--- src/rtl/pe_crossover_stage.sv ---
// NEAT PE crossover stage: builds one child gene per non-bubble parent pair with LFSR-driven
// uniform crossover, buffers children two deep. Optional weight mutation: PE_CROSSOVER_MUTATE_EN.
module pe_crossover_stage #(
   parameter int         GENE_SZ  = 64,
   parameter int         ATTR_SZ  = 8,
   parameter int         CNT_SZ   = 10,
   parameter logic [7:0] MUT_RATE = 8'd16
) (
   input  logic               clk,
   input  logic               rst,
   input  logic               seed_load,
   input  logic [15:0]        seed,
   input  logic               in_valid,
   output logic               in_ready,
   input  logic               bubble,
   input  logic               bias,
   input  logic [GENE_SZ-1:0] gene1_in,
   input  logic [GENE_SZ-1:0] gene2_in,
   input  logic               genome_last,
   output logic               out_valid,
   input  logic               out_ready,
   output logic [GENE_SZ-1:0] child_gene,
   output logic [CNT_SZ-1:0]  gene_count,
   output logic               genome_done
);

   localparam int NATTR = GENE_SZ / ATTR_SZ;

   typedef enum logic [1:0] {
      SEED  = 2'd0,
      RUN   = 2'd1,
      DRAIN = 2'd2
   } state_t;

   state_t             state;
   logic [15:0]        lfsr;
   logic [15:0]        lfsr_next;
   logic [GENE_SZ-1:0] mem [2];
   logic               wr_ptr;
   logic               rd_ptr;
   logic [1:0]         occ;
   logic               accept;
   logic               push;
   logic               pop;
   logic               advance;
   logic [GENE_SZ-1:0] cross_gene;
   logic [GENE_SZ-1:0] mixed_gene;
   logic [GENE_SZ-1:0] child_new;

   // Handshakes on both sides: a transfer happens on any rising edge where valid and ready are both high.
   assign in_ready   = (state == RUN) && (occ != 2'd2);
   assign accept     = in_valid && in_ready;
   assign push       = accept && !bubble;
   assign advance    = push && !bias;
   assign out_valid  = (occ != 2'd0);
   assign pop        = out_valid && out_ready;
   assign child_gene = out_valid ? mem[rd_ptr] : '0;
   assign lfsr_next  = (lfsr >> 1) ^ (lfsr[0] ? 16'hB400 : 16'h0000);

   for (genvar g = 0; g < NATTR; g++) begin : g_attr
      assign cross_gene[g*ATTR_SZ +: ATTR_SZ] = lfsr[g % 16] ? gene2_in[g*ATTR_SZ +: ATTR_SZ]
                                                              : gene1_in[g*ATTR_SZ +: ATTR_SZ];
   end

`ifdef PE_CROSSOVER_MUTATE_EN
   logic [ATTR_SZ:0]   mut_sum;
   logic [ATTR_SZ-1:0] mut_weight;

   // Sign-extend weight and the 3-bit delta one bit wider so overflow shows as a sign disagreement.
   assign mut_sum = {cross_gene[ATTR_SZ-1], cross_gene[ATTR_SZ-1:0]}
                  + {{(ATTR_SZ-2){lfsr_next[2]}}, lfsr_next[2:0]};

   always_comb begin
      mut_weight = mut_sum[ATTR_SZ-1:0];
      if (mut_sum[ATTR_SZ] != mut_sum[ATTR_SZ-1])
         mut_weight = mut_sum[ATTR_SZ] ? {1'b1, {(ATTR_SZ-1){1'b0}}} : {1'b0, {(ATTR_SZ-1){1'b1}}};
   end

   always_comb begin
      mixed_gene = cross_gene;
      if (lfsr_next[15:8] < MUT_RATE)
         mixed_gene[ATTR_SZ-1:0] = mut_weight;
   end
`else
   assign mixed_gene = cross_gene;

   // Mutation is compiled out in this build, so the threshold has no effect.
   if (MUT_RATE == 8'd0) begin : g_mut_rate_unused
   end
`endif

   assign child_new = bias ? gene1_in : mixed_gene;

   always_ff @(posedge clk) begin
      if (rst) begin
         state       <= SEED;
         lfsr        <= 16'h0001;
         mem[0]      <= '0;
         mem[1]      <= '0;
         wr_ptr      <= 1'b0;
         rd_ptr      <= 1'b0;
         occ         <= 2'd0;
         gene_count  <= '0;
         genome_done <= 1'b0;
      end else begin
         if (seed_load)
            lfsr <= (seed == 16'h0000) ? 16'h0001 : seed;
         else if (advance)
            lfsr <= lfsr_next;

         if (push) begin
            mem[wr_ptr] <= child_new;
            wr_ptr      <= ~wr_ptr;
         end
         if (pop)
            rd_ptr <= ~rd_ptr;
         occ <= occ + {1'b0, push} - {1'b0, pop};

         if (push && (gene_count != {CNT_SZ{1'b1}}))
            gene_count <= gene_count + 1'b1;

         genome_done <= 1'b0;
         case (state)
            SEED: begin
               if (seed_load)
                  state <= RUN;
            end
            RUN: begin
               if (accept && genome_last)
                  state <= DRAIN;
            end
            DRAIN: begin
               // The done pulse is shown for one cycle with the final count, then the count clears.
               if (genome_done) begin
                  gene_count <= '0;
                  state      <= RUN;
               end else if (occ == 2'd0) begin
                  genome_done <= 1'b1;
               end
            end
            default: state <= SEED;
         endcase
      end
   end

endmodule

--- config.mk ---
export PLATFORM = sky130hd
export DESIGN_NAME = pe_crossover_stage
export DESIGN_NICKNAME = d
export VERILOG_FILES = /design/src/rtl/pe_crossover_stage.sv
export SDC_FILE = /design/constraint.sdc
export NUM_CORES = 1
export LEC_CHECK = 0
export CORE_MARGIN = 8
export CORE_UTILIZATION = 53
export CTS_BUF_LIST = sky130_fd_sc_hd__clkbuf_4 sky130_fd_sc_hd__clkbuf_8
export CTS_CLUSTER_SIZE = 16
export DETAILED_ROUTE_END_ITERATION = 6
export PLACE_DENSITY = 0.95
export SETUP_SLACK_MARGIN = 0.15
export SKIP_CTS_REPAIR_TIMING = 1
export SYNTH_ARGS = -nofsm -noshare
export SYNTH_HDL_FRONTEND = slang
export SYNTH_SLANG_ARGS = --single-unit
--- constraint.sdc ---
create_clock -name clk -period 7.5 [get_ports clk]
set_input_delay 1.125 -clock clk [delete_from_list [all_inputs] [get_ports clk]]
set_output_delay 1.125 -clock clk [all_outputs]
set_load 0.01 [all_outputs]
==> results.tsv <==
stage	metric	value	unit
synth	post-synthesis instance total	688	
clock_network	CTS tree	built	
detailed_routing	DRT iter0 DRCs	308	
setup_path	CP endpoint kind	flop	
setup_path	Crit Path Max Fanout	65	
power	leak pwr	0.00369	uW
timing	final hold slack	0.510	ns
synth	top-count cell post-synth	nor2_1	
synth	syn nets	843	
grt	GR Util All Layers	21.3	%
final_layout	Fillers	1020	
setup_path	CP Class	in -> reg	
synth	area leader, netlist	edfxtp_1	
floorplan	Die ar.	0.0188	sq mm
power	total power	2400	uW
clock_network	Root Buffer	clkbuf_8	
place	Port Buf Inserts	228	
clock_network	H-tree level count	4	
final_layout	nets@finish	1048	
timing	Period minus WS final	3.86	ns
setup_path	WP data arrival	3.84	ns
setup_path	Slowest cell on crit path	clkdlybuf4s50_1	
synth	top cell type's share of synthesized area	49.3	%
clock_network	CTS Buf Count	17	
setup_path	crit start category	input pin	
timing	Worst-Margin Slew	1.18	ns
synth	Mapped Area	0.00779	sq mm
timing	endpoints failing hold	0	
grt	first-pass GRT wire length	31.1	mm
power	Max VDD drop	0.000124	V
detailed_routing	total number of vias	5882	
final_layout	Area growth syn-to-layout	34.9	%
synth	register area share after synthesis	58.1	%
timing	Final Slew Violations	0	
final_layout	share of cells above drive strength 1	5.08	%
synth	Synth top cells by count	222 x nor2_1, 145 x mux2i_1, 128 x edfxtp_1	
clock_network	clock transition at the registers of the reported paths	0.08	ns
clock_network	worst skew pair latency	0.45	ns
detailed_routing	drt first pass iters	7	
synth	Syn Area/Cell	11.3	sq um
setup_path	Req. time, crit path	7.48	ns
grt	initial antenna violation count	1	
grt	largest net degree at the start of global routing	66	
floorplan	Die H	137	microns
clock_network	clk sink count	162	
timing	worst clock skew	0.00950	ns
floorplan	site row count	44	
synth	Syn. warnings	0	
grt	GRT overflow	0	
floorplan	Die Wd	137	microns
synth	Main synth FF type	edfxtp_1	
timing	period utilisation layout	51.5	%
job	Max Cap Viol	0	
clock_network	maximum root-to-sink buffer count	2	
synth	top post-synthesis cells by area	edfxtp_1 49%, mux2i_1 19%, nor2_1 11%	
floorplan	total core area	0.0144	sq mm
detailed_routing	routed wire length	20.2	mm
grt	vias in the first global route	6221	
timing	RSZ-0062 raised after global routing	false	
setup_path	slowest stage delay, CP	1.19	ns
synth	Distinct cells, synth	44	
setup_path	delay-heaviest family, CP	buffers and inverters	
synth	Async S/R FF share, synth	0	%
detailed_routing	vias per cell	5.39	
detailed_routing	ANT nets after route	0	
status	status	completed	
setup_path	reg-to-reg slack, setup	4.60	ns
timing	final setup violation count	0	
synth	Yosys reg bits	162	
floorplan	# IOs	229	
final_layout	final core utilization	72.8	%
synth	EDFF count, synth	128	
min_path	Hold/Removal Path Class	reg -> reg	
place	HPWL Detailed	14.3	mm
setup_path	Bufs and invs on worst path	2	
setup_path	critical path cell sequence	clkdlybuf4s50_1 -> nand3b_1 -> buf_4 -> nand2b_4	
power	pwr dens	228	mW/mm^2
detailed_routing	DR WL/cell	18.5	microns
detailed_routing	Remaining DRCs	0	
timing	setup_tns	0	ns
timing	Peak Freq	259	MHz
timing	Max-slew headroom	21.3	%
place	Routability Congestion	0.825	
floorplan	Initial Utilization	54.0	%
[stage by stage]
stage | instance area (sq um) | cells | worst slack, ns
final | 10500 | 1091 | 3.64
after global routing | 10500 | 1091 | 3.37
after CTS | 10500 | 1090 | 3.66
after detailed placement | 10100 | 1058 | 3.19
after global placement | 10100 | 1058 | 3.23
after floorplan | 7790 | 688 | 2.24
[power by group]
part | total (uW) | internal (uW) | leakage [uW] | switching [uW]
combinational | 701 | 372 | 0.00188 | 329
clock | 597 | 303 | 0.000200 | 294
sequential | 1100 | 1020 | 0.00161 | 76.9
[placed cells by master, fill, tap and decap left out, drive strengths merged, types with 6 or more instances in the layout]
cell,instances
clkinv,6
clkdlybuf4s50,228
mux2i,145
xnor2,6
inv,9
edfxtp,128
a211oi,13
nand2,12
nor2b,8
dfxtp,34
nor2,222
clkbuf,25
o21ai,6
[worst paths after layout]
check                   start           to  cells after the start
hold / removal    genome_done  genome_done                      1
setup reg to reg       occ[0]   mem[0][15]                      5
setup / recovery          rst   mem[1][48]                      4
hold reg to reg   genome_done  genome_done                      1
[registers in the layout, indices dropped and copies added, names as in the netlist, named ones only]
name,flops
gene_count,10
genome_done,1
lfsr,16
mem,128
occ,2
rd_ptr,1
state,2
wr_ptr,1
[cell families after synthesis]
logic type	after synthesis	share of synthesized area [%]
AOI/OAI and AO/OA	37	3.28
xor gates and xnor gates	7	0.787
adders and majority gates	3	0.482
buffers and inverters	56	3.58
DFF	162	58.1
muxes	145	18.6
and+or+nand+nor	278	15.1
[area by class of cell]
class / count / area [sq um] / share of cell area [%]
Clock inverter: 7 / 57.6 / 0.548
Antenna cell: 1 / 2.50 / 0.0238
Timing Repair Buffer: 233 / 2320 / 22.1
Multi-Input combinational cell: 470 / 3020 / 28.7
Clock buffer: 25 / 313 / 2.98
Inverter: 9 / 36.3 / 0.345
Sequential cell: 162 / 4530 / 43.1
Tap cell: 184 / 230 / 2.19
[per-layer routing]
| metal | GRT usage (%) | vias to the layer above | routed length (microns) |
|---|---|---|---|
| li1 | - | 2823 | - |
| met1 | 23.2 | 2831 | 7630 |
| met2 | 39.3 | 198 | 10800 |
| met3 | 4.19 | 30 | 1160 |
| met4 | 9.35 | 0 | 567 |
| met5 | 0 | - | 0 |
Note: power is estimated with default switching activity, not from simulation.
